**src/rtl/o_ddr_gearbox_pkg.sv**
```systemverilog
// Shared types and constants for the parallel-to-DDR output gearbox.
package o_ddr_gearbox_pkg;

   typedef enum logic [0:0] {
      GB_IDLE = 1'b0,
      GB_RUN  = 1'b1
   } gb_state_t;

   localparam logic [1:0] IDLE_PAT_DEFAULT = 2'b00;

   // Beat counter width for a word of the given bit width (two bits per beat).
   function automatic int unsigned beat_cnt_width(input int unsigned width);
      return (width / 2 > 1) ? $clog2(width / 2) : 1;
   endfunction

endpackage

```
**src/rtl/o_ddr_gearbox_shifter.sv**
```systemverilog
// Loadable pair shifter: presents one 2-bit pair per beat directly from its register,
// back-filling with the idle pair so an exhausted word leaves the idle pattern on pair.
module o_ddr_gearbox_shifter
   import o_ddr_gearbox_pkg::*;
#(
   parameter int unsigned WIDTH     = 8,
   parameter bit          LSB_FIRST = 1'b1,
   parameter logic [1:0]  IDLE_PAT  = IDLE_PAT_DEFAULT
) (
   input  logic             clk,
   input  logic             rst,
   input  logic             load,
   input  logic             shift,
   input  logic [WIDTH-1:0] data,
   output logic [1:0]       pair,
   output logic             last
);

   localparam int unsigned N  = WIDTH / 2;
   localparam int unsigned CW = beat_cnt_width(WIDTH);
   localparam logic [CW-1:0] LAST_BEAT = CW'(N - 1);
   // Fill pair laid out so that the output tap reads IDLE_PAT in either bit order.
   localparam logic [1:0] FILL = LSB_FIRST ? IDLE_PAT : {IDLE_PAT[0], IDLE_PAT[1]};
   localparam logic [WIDTH-1:0] IDLE_WORD = {N{FILL}};

   logic [WIDTH-1:0] sreg;
   logic [CW-1:0]    cnt;

   always_ff @(posedge clk or posedge rst) begin
      if (rst) begin
         sreg <= IDLE_WORD;
         cnt  <= '0;
      end else if (load) begin
         sreg <= data;
         cnt  <= '0;
      end else if (shift) begin
         if (LSB_FIRST) sreg <= {FILL, sreg[WIDTH-1:2]};
         else           sreg <= {sreg[WIDTH-3:0], FILL};
         cnt <= (cnt == LAST_BEAT) ? '0 : cnt + CW'(1);
      end
   end

   assign pair = LSB_FIRST ? sreg[1:0] : {sreg[WIDTH-2], sreg[WIDTH-1]};
   assign last = (cnt == LAST_BEAT);

endmodule

```
**src/rtl/o_ddr_gearbox.sv**
```systemverilog
// Parallel-to-DDR gearbox: one-word hold slot behind a pair shifter, streaming
// gaplessly to the DDR output register and pulsing UF when the stream runs dry.
module o_ddr_gearbox
   import o_ddr_gearbox_pkg::*;
#(
   parameter int unsigned WIDTH     = 8,
   parameter bit          LSB_FIRST = 1'b1,
   parameter logic [1:0]  IDLE_PAT  = IDLE_PAT_DEFAULT
) (
   input  logic             C,
   input  logic             R,
   input  logic [WIDTH-1:0] D,
   input  logic             DV,
   output logic             DR,
   output logic [1:0]       Q,
   output logic             QE,
   output logic             UF
);

   gb_state_t        state, state_nx;
   logic [WIDTH-1:0] hold;
   logic             hold_full, hold_full_nx;
   logic             accept_c, load_c, shift_c, last, qe_nx, uf_nx;

   assign accept_c = DV && DR;

   always_ff @(posedge C or posedge R) begin
      if (R) state <= GB_IDLE;
      else   state <= state_nx;
   end

   always_comb begin
      state_nx = state;
      load_c   = 1'b0;
      shift_c  = 1'b0;
      uf_nx    = 1'b0;
      case (state)
         GB_IDLE: begin
            if (hold_full) begin
               load_c   = 1'b1;
               state_nx = GB_RUN;
            end
         end
         GB_RUN: begin
            if (!last) begin
               shift_c = 1'b1;
            end else if (hold_full) begin
               load_c = 1'b1;
            end else begin
               // Final shift drains the word, leaving the idle pattern on Q.
               shift_c  = 1'b1;
               uf_nx    = 1'b1;
               state_nx = GB_IDLE;
            end
         end
         default: state_nx = GB_IDLE;
      endcase
      hold_full_nx = accept_c || (hold_full && !load_c);
      qe_nx        = (state_nx == GB_RUN);
   end

   always_ff @(posedge C or posedge R) begin
      if (R) begin
         hold      <= '0;
         hold_full <= 1'b0;
         DR        <= 1'b0;
         QE        <= 1'b0;
         UF        <= 1'b0;
      end else begin
         if (accept_c) hold <= D;
         hold_full <= hold_full_nx;
         DR        <= !hold_full_nx;
         QE        <= qe_nx;
         UF        <= uf_nx;
      end
   end

   o_ddr_gearbox_shifter #(
      .WIDTH     (WIDTH),
      .LSB_FIRST (LSB_FIRST),
      .IDLE_PAT  (IDLE_PAT)
   ) u_shifter (
      .clk   (C),
      .rst   (R),
      .load  (load_c),
      .shift (shift_c),
      .data  (hold),
      .pair  (Q),
      .last  (last)
   );

endmodule

```
**config.mk**
```make
export PLATFORM = sky130hd
export DESIGN_NAME = o_ddr_gearbox
export DESIGN_NICKNAME = d
export VERILOG_FILES = /design/src/rtl/o_ddr_gearbox_pkg.sv /design/src/rtl/o_ddr_gearbox_shifter.sv /design/src/rtl/o_ddr_gearbox.sv
export SDC_FILE = /design/constraint.sdc
export NUM_CORES = 1
export LEC_CHECK = 0
export ABC_AREA = 0
export BUFFER_PORTS_ARGS = -buffer_cell sky130_fd_sc_hd__buf_2
export CAP_MARGIN = 10
export CORE_MARGIN = 3
export CORE_UTILIZATION = 38
export DETAILED_ROUTE_END_ITERATION = 6
export MAX_ROUTING_LAYER = met4
export PLACE_DENSITY = 0.55
export SLEW_MARGIN = 20
export SYNTH_ARGS = -nofsm -noshare
export SYNTH_HDL_FRONTEND = slang
export SYNTH_SLANG_ARGS = --single-unit
```
**constraint.sdc**
```tcl
create_clock -name C -period 2.3 [get_ports C]
set_clock_uncertainty 0.05 [all_clocks]
set_input_delay 0.345 -clock C [delete_from_list [all_inputs] [get_ports C]]
set_output_delay 0.345 -clock C [all_outputs]
set_load 0.02 [all_outputs]
```
# Word-level counts from Yosys, hierarchy flattened
# Cells that the tools add are included.
[word_totals]
output_inout_bits = 5
mem_bits_ro = 0
latch_bits = 0
in_bits = 11
n_memories = 0
wordCells = 31
reg_bits = 22
ram_bits = 0
[classes]
multipliers = 0
div_mod_pow = 0
n_reduce_logical = 6
eq_ne = 1
muxes = 15
shifts = 0
n_addsub = 1
magnitude_cmp = 0
bitwise = 1
[op_table]
columns = ["operator", "count"]
rows = [
  ["$mux W8", 2],
  ["$mux W1", 8],
  ["$mux W2", 3],
  ["$pmux W1 S2", 2],
  ["$add A2 B1 Y2 const B", 1],
  ["$eq A2 B2 Y1 const B", 1],
  ["$logic_and A1 B1 Y1", 2],
  ["$logic_not A1 Y1", 2],
  ["$reduce_bool A2 Y1", 1],
  ["$logic_or A1 B1 Y1", 1],
  ["$not A1 Y1", 1],
]

# Longest topological paths before layout
# Gate-level depths: netlist (run 1).
[logic_depth]
ltp_word = 7
depth_mapped = 5
mapped_depth_nobuf = 4

# By module
# Synthesis (run 1) repeated with hierarchy kept, for this count alone.
[hier_totals]
hier_cells = 75
hier_area_um2 = 977.2
[modules_own_cells]
columns = ["module", "instances", "cells_per_inst", "seq_area_each_um2", "area_each_um2"]
rows = [
  ["o_ddr_gearbox_shifter", 1, 44, 250.2, 489.2],
  ["o_ddr_gearbox", 1, 31, 300.3, 488.0],
]

# Least setup slack after synthesis (run 1)
# Ideal clock, no wire load.
[synth_path]
kind = "register -> register"
start = "register u_shifter.cnt[0]"
end = "register u_shifter.sreg[0]"
stages_incl_launch_ff = 6
t_required_ns = 2.124
path_slack_ns = 0.937
path_buffers = 1
arrival_ns = 1.186
setup_time_ns = 0.126
path_cell_list = "dfrtp_1 > ha_1 > buf_4 > nor2b_1 > nor2_1 > a221o_1"
[synth_between]
elab_chain_len = 4
[synth_lines]
columns = ["element", "line", "text"]
rows = [
  ["from (decl)", "o_ddr_gearbox_shifter.sv:27", "logic [CW-1:0] cnt;"],
  ["from (signal assigned)", "o_ddr_gearbox_shifter.sv:39", "cnt <= (cnt == LAST_BEAT) ? '0 : cnt + CW'(1);"],
  ["$eq A2 B2 Y1 (*)", "o_ddr_gearbox_shifter.sv:44", "assign last = (cnt == LAST_BEAT);"],
  ["$mux W1", "o_ddr_gearbox.sv:45", "if (!last) begin"],
  ["$pmux W1 S2 / $mux W1 (equally long branches)", "o_ddr_gearbox.sv:37", "case (state)"],
  ["$mux W8 / $reduce_bool A2 Y1 (equally long branches)", "-", ""],
  ["to (signal assigned)", "o_ddr_gearbox_shifter.sv:34", "sreg <= data;"],
  ["to (signal assigned)", "o_ddr_gearbox_shifter.sv:37", "if (LSB_FIRST) sreg <= {FILL, sreg[WIDTH-1:2]};"],
  ["to (signal assigned)", "o_ddr_gearbox_shifter.sv:38", "else sreg <= {sreg[WIDTH-3:0], FILL};"],
  ["to (decl)", "o_ddr_gearbox_shifter.sv:26", "logic [WIDTH-1:0] sreg;"],
]
# Every way passes the cells marked *; elsewhere a longest branch is shown, timed or not.
# A chain may end at the register's enable or synchronous reset.

# Worst setup path in the final report (run 1)
[layout_path]
start = "register QE"
end = "output QE"
[layout_lines]
columns = ["element", "line", "text"]
rows = [
  ["from (decl)", "o_ddr_gearbox.sv:16", "output logic QE,"],
  ["from (signal assigned)", "o_ddr_gearbox.sv:73", "QE <= qe_nx;"],
]
# No word-level cell between the ends.

==> impl_metrics.py, run 1 <==
metrics = {
    "final_layout": {
        "n_fill_cell": 220,
        "layoutNonFillerInstCount": 118,
        "drive_gt1_frac": 0.3111,
        "areaGrowthSynthToFinish_pct": 11.57,
        "fin_nets": 103,
        "final_core_util": 0.4557,
        "diodes": 0,
    },
    "yosys": {
        "ys_types": 22,
        "synth-seq-cells": 22,
        "synth_xor_area_frac": 0,
        "synth-simple-area-share": 0.09825,
        "synth-compound-area-share": 0.1238,
        "syn_inst": 76,
        "syn_nets": 88,
        "synth_top_family_by_area": "compound AO/OA/AOI/OAI gates",
        "synthMuxAreaShare": 0.1184,
        "yosysWarnings": 0,
        "synth_area_um2": 929.6,
        "yosysSeqAreaShare": 0.5922,
        "synth_fa_ha_area_frac": 0.01346,
        "synth.avg_cell_area_um2": 12.23,
    },
    "worst_setup_path": {
        "critical_path.max_stage_delay_ns": 0.63,
        "cp_slowest_cell": "dfrtp_1",
        "critical_path_class": "register to primary output",
        "path_delay_family": "flip-flops",
        "path_max_fanout": 17,
        "worstPathRequired_ns": 1.90,
        "critPathCaptureType": "primary output",
        "cp.arrival_ns": 1.19,
        "crit_chain": "buf_2",
        "cp_num_buf_inv": 1,
        "startpoint_type": "register",
    },
    "timing": {
        "max_slew_margin": 0.4707,
        "hold_slack_ns": 0.1154,
        "setup_viol": 0,
        "setup_tns_ns": 0,
        "rsz0062_at_grt": "false",
        "fmax_mhz": 631.8,
        "worst_pin_slew_ns": 0.7931,
        "finalCritPeriodShare": 0.6882,
        "period_needed_ns": 1.583,
        "drv_slew": 0,
        "hold_violations": 0,
    },
    "power_and_ir_drop": {
        "total_power_mw": 1.503,
        "power.density_mw_per_mm2": 1449,
        "max-vdd-ir-drop_uv": 664.3,
        "pwr-share-seq": 0.492,
        "p_comb_frac": 0.367,
        "p_clk_frac": 0.140,
        "netSwitchingPower_uw": 550.8,
        "p_int_uw": 952.3,
        "power_leakage_nw": 0.4970,
        "power.share.switching": 0.3665,
    },
    "detailed_routing": {
        "drtPass1Iterations": 4,
        "drt_iter0_drc": 14,
        "viasPerCell": 5.178,
        "drcViolationCount": 0,
        "finalWirelength_um": 1571,
        "num_vias": 611,
        "wl_per_cell_um": 13.31,
        "drtAntennaViolNets": 0,
    },
    "global_routing": {
        "grt_max_degree": 23,
        "track_usage": 0.1211,
        "gr-total-overflow": 0,
        "grt_first_pass_wirelength_um": 2822,
        "antenna_found_initial": 0,
        "grt_pass1_vias": 595,
    },
    "outcome": {
        "outcome": "complete, no violations",
    },
    "clock_tree": {
        "numCtsBuffers": 3,
        "cts_resized": 0,
        "cts_tree": "built",
        "post-cts-setup-buffer-count": 0,
        "cts_htree_levels": 1,
        "clk_latency_ns": 0.31,
        "clock_sinks": 22,
        "postCtsHoldBufs": 0,
        "root_buffer": "clkbuf_4",
        "path_clk_slew_ns": 0.12,
        "clk_path_buf_depth": 2,
    },
    "floorplan": {
        "fp.coreArea_mm2": 0.002276,
        "die_x_um": 55.46,
        "dieArea_mm2": 0.003076,
        "initial_core_util": 0.4085,
        "io_pins": 16,
        "die_h_um": 55.46,
        "rows": 17,
    },
    "placed_design": {
        "port_buffers": 15,
        "gp_congestion": 0.7782,
        "dp.cells": 114,
        "place_hpwl_um": 1092,
    },
    "run": {
        "cap_viol_max_count": 0,
    },
    "worst_hold_path": {
        "min_path_type": "primary input to asynchronous set/reset pin",
    },
}
[registers in the layout (all words and copies together) (netlist names)]
signal,cells
DR,1
QE,1
UF,1
hold,8
hold_full,1
u_shifter.cnt,2
u_shifter.sreg,8
[power by group through the flow]
stage / Sequential [mW] / Combinational (mW) / Clock (mW)
floorplan: 0.698 / 0.499 / 0
global placement: 0.744 / 0.544 / 0
detailed placement: 0.747 / 0.552 / 0
CTS: 0.739 / 0.561 / 0.219
global route: 0.773 / 0.627 / 0.238
finish: 0.740 / 0.552 / 0.211
[metrics by stage]
stage	worst slack [ns]	area (µm²)
finish	0.7173	1037
detailed placement	0.8423	1001
global route	0.6184	1037
CTS	0.7168	1037
global placement	0.8628	1001
floorplan	0.9375	929.6
[final cells by class]
cell class,count,area (µm²),area share
flip-flops and latches,22,550.5,0.5308
multi-input cells,46,329.1,0.3173
repair buffers,15,75.07,0.07238
clock buffers,4,36.28,0.03498
well taps,28,35.03,0.03378
inverters,3,11.26,0.01086
[routing by layer]
metal  GRT usage  part of all wire
met3     0.04907             0.050
met4     0.04167            0.0095
met5           -                 0
met1      0.1617              0.50
met2      0.1655              0.44
[layout by cell type (no fill, tap or decap)]
cell type	instances
nand2_1	4
nand3_1	2
nand2_2	1
inv_1	3
a32o_1	1
nor3_1	3
o21a_1	3
nor2b_1	1
nand2b_1	1
ha_1	1
and3_1	4
a21oi_1	6
a21boi_1	1
buf_2	15
clkbuf_4	3
dfrtp_1	22
mux2_2	8
o21ai_0	3
a221o_1	3
nor2_1	2
clkbuf_8	1
mux2i_1	2
[cells by family (layout without fill, tap and decap cells)]
group / Yosys count / in the layout
DFF: 22 / 22
and+or+nand+nor: 18 / 18
AOI/OAI and AO/OA: 17 / 17
muxes: 10 / 10
buffers and inverters: 8 / 22
adders and majority gates: 1 / 1
[final timing paths]
check | cells past startpoint | to | from | slack [ns]
hold / removal | 2 | hold[1] | R | 0.12
max in group asynchronous | 2 | hold[5] | R | 1.59
min in group C | 2 | hold[1] | D[1] | 0.21
hold reg to reg | 1 | u_shifter.sreg[3] | hold[3] | 0.45
setup / recovery | 1 | QE | QE | 0.72
setup reg to reg | 4 | u_shifter.sreg[4] | u_shifter.cnt[0] | 0.81
[cell usage after synthesis]
library cell,instances,area share
mux2i_1,2,0.022
a32o_1,1,0.011
and3_1,4,0.027
buf_4,3,0.024
nand3_1,2,0.011
o21a_1,3,0.024
inv_1,3,0.012
buf_6,1,0.012
nor2b_1,1,0.0067
nand2b_1,1,0.0067
buf_2,1,0.0054
mux2_2,8,0.097
nand2_2,1,0.0067
ha_1,1,0.013
nor3_1,3,0.016
a21boi_1,1,0.0081
o21ai_0,3,0.016
dfrtp_1,22,0.59
a221o_1,3,0.032
nor2_1,2,0.0081
nand2_1,4,0.016
a21oi_1,6,0.032
No activity file was read; power rests on OpenSTA's default activity.
==> run 2: changes to the inputs <==
--- a/config.mk
+++ b/config.mk
@@ -12,7 +12,7 @@
 export CORE_UTILIZATION = 38
 export DETAILED_ROUTE_END_ITERATION = 6
 export MAX_ROUTING_LAYER = met4
-export PLACE_DENSITY = 0.55
+export PLACE_DENSITY = 0.57
 export SLEW_MARGIN = 20
 export SYNTH_ARGS = -nofsm -noshare
 export SYNTH_HDL_FRONTEND = slang
==> constraint.sdc (replaced) <==
create_clock -name C -period 1.35 [get_ports C]
set_clock_uncertainty 0.05 [all_clocks]
set_input_delay 0.2025 -clock C [delete_from_list [all_inputs] [get_ports C]]
set_output_delay 0.2025 -clock C [all_outputs]
set_load 0.02 [all_outputs]
==> run 2 against run 1 <==
Against the previous run:
- hold slack got worse by 0.049 ns
- sequential cell count stayed put
- core utilization increased by 5.9 points
- setup slack worse by 0.64 ns
- combinational power increased by 130%
- sequential power grew 61%
- clock-buffer cell count fell by 1
- critical path type is now register to register
==> impl_metrics.py, run 2 (synthesized netlist as in run 1, its figures left out) <==
metrics = {
    "timing": {
        "hold_violations": 0,
        "worst_pin_slew_ns": 0.3496,
        "setup_viol": 0,
        "drv_slew": 0,
        "fmax_mhz": 782.7,
        "finalCritPeriodShare": 0.9464,
        "rsz0062_at_grt": "false",
        "period_needed_ns": 1.278,
        "max_slew_margin": 0.7661,
        "setup_ws_ns": 0.07241,
    },
    "detailed_routing": {
        "finalWirelength_um": 1634,
        "wl_per_cell_um": 12.67,
        "drtPass1Iterations": 4,
        "drtAntennaViolNets": 0,
        "drt_iter0_drc": 11,
        "viasPerCell": 4.953,
        "drcViolationCount": 0,
        "num_vias": 639,
    },
    "placed_design": {
        "gp_congestion": 0.8254,
        "dp.cells": 124,
        "post-place-ws_ns": -0.02516,
        "place_hpwl_um": 1217,
        "placed_area_mm2": 0.001096,
        "port_buffers": 15,
    },
    "worst_hold_path": {
        "min_path_type": "primary input to register",
    },
    "clock_tree": {
        "path_clk_slew_ns": 0.12,
        "numCtsBuffers": 3,
        "clock_sinks": 22,
        "post-cts-setup-buffer-count": 0,
        "cts_tree": "built",
        "root_buffer": "clkbuf_4",
        "clk_latency_ns": 0.30,
        "clk_path_buf_depth": 2,
        "cts_htree_levels": 1,
    },
    "floorplan": {
        "fp.coreArea_mm2": 0.002276,
        "io_pins": 16,
        "rows": 17,
        "dieArea_mm2": 0.003076,
        "initial_core_util": 0.4085,
        "die_x_um": 55.46,
        "die_h_um": 55.46,
    },
    "power_and_ir_drop": {
        "netSwitchingPower_uw": 985.0,
        "power.share.switching": 0.3321,
        "p_int_mw": 1.981,
        "total_power_mw": 2.966,
        "power_leakage_nw": 0.5693,
        "p_comb_frac": 0.432,
        "power.density_mw_per_mm2": 2533,
        "pwr-share-seq": 0.401,
        "p_clk_frac": 0.167,
        "max-vdd-ir-drop_uv": 1340,
    },
    "final_layout": {
        "mostFrequentLayoutCells": "dfrtp_1, buf_2, buf_4",
        "reg_top3": "hold x8, u_shifter.sreg x8, u_shifter.cnt x2",
        "fin_nets": 114,
        "layoutNonFillerInstCount": 129,
        "mostFrequentLayoutCell": "dfrtp_1",
        "final_core_util": 0.5146,
        "drive_gt1_frac": 0.3960,
        "areaGrowthSynthToFinish_pct": 25.98,
        "diodes": 0,
        "fin_area_mm2": 0.001171,
    },
    "worst_setup_path": {
        "critPathCaptureType": "register",
        "cp.arrival_ns": 1.43,
        "critical_path_class": "register to register",
        "startpoint_type": "register",
        "worstPathRequired_ns": 1.50,
        "path_max_fanout": 6,
    },
    "run": {
        "cap_viol_max_count": 0,
    },
    "global_routing": {
        "grt_pass1_vias": 629,
        "grt_util_met1": 0.1640,
        "grtUsageMet3": 0.02103,
        "globalRouteMet2Util": 0.1689,
        "grt_max_degree": 23,
        "grt_first_pass_wirelength_um": 2822,
        "track_usage": 0.1199,
        "busiest_layer": "met2",
        "gr-total-overflow": 0,
        "antenna_found_initial": 0,
    },
    "outcome": {
        "outcome": "complete, no violations",
    },
}
[run 2: changes by cell type in the layout (fill, tap and decap cells not counted)]
cell	before	now
nor2b_4	0	1
bufinv_16	0	1
dlygate4sd3_1	0	1
buf_12	0	1
clkbuf_8	1	0
nor2b_1	1	0
ha_4	0	1
ha_1	1	0
buf_4	0	9
[run 2: worst max-delay path: stages (launching register included)]
cell and delay, ns:
dfrtp_1 0.41, ha_4 0.19, nand2_2 0.07, and3_1 0.19
a221o_1 0.26
[run 2: what timing repair did]
action	4_1_cts	5_1_grt
gates resized for setup	1	1
hold buffers	1	0
endpoints found under the setup margin	3	4
hold endpoints to repair	22	0
[run 2: power groups by stage]
stage	combinational, mW	clock [mW]	sequential (mW)
2_1_floorplan	0.889	0	1.19
3_3_place_gp	1.23	0	1.19
3_5_place_dp	1.26	0	1.20
4_1_cts	1.28	0.514	1.19
5_1_grt	1.42	0.545	1.24
6_report	1.28	0.495	1.19
[run 2: final timing paths]
| kind | to | depth (start not counted) | start | slack [ns] |
|---|---|---|---|---|
| min reg2reg | u_shifter.sreg[2] | 1 | hold[2] | 0.46 |
| min in group asynchronous | u_shifter.sreg[3] | 4 | R | 0.39 |
| max | u_shifter.sreg[1] | 4 | u_shifter.cnt[0] | 0.07 |
| min | hold[3] | 2 | D[3] | 0.07 |
| max reg2reg | u_shifter.sreg[1] | 4 | u_shifter.cnt[0] | 0.07 |
| max in group asynchronous | u_shifter.cnt[0] | 4 | R | 0.63 |
[run 2: area by class of cell]
class                           instances  area [µm²]
Fill cell                             213        1105
Sequential cell                        22       550.5
Multi-Input combinational cell         46       349.1
Timing Repair Buffer                   26       172.7
Tap cell                               28       35.03
Clock inverter                          1       30.03
Clock buffer                            3       22.52
Inverter                                3       11.26
[run 2: metrics by stage]
step           TNS [ns]  hold slack, ns
2_1_floorplan         0          0.1417
3_3_place_gp          0          0.1959
3_5_place_dp   -0.03291          0.2036
4_1_cts               0         0.05313
5_1_grt               0         0.04612
6_report              0         0.06624
[run 2: layer usage]
| layer | vias up | routed length (µm) |
|---|---|---|
| met1 | 303 | 768 |
| met5 | - | 0 |
| met4 | 0 | 13 |
| met3 | 2 | 65 |
| li1 | 321 | - |
| met2 | 13 | 786 |
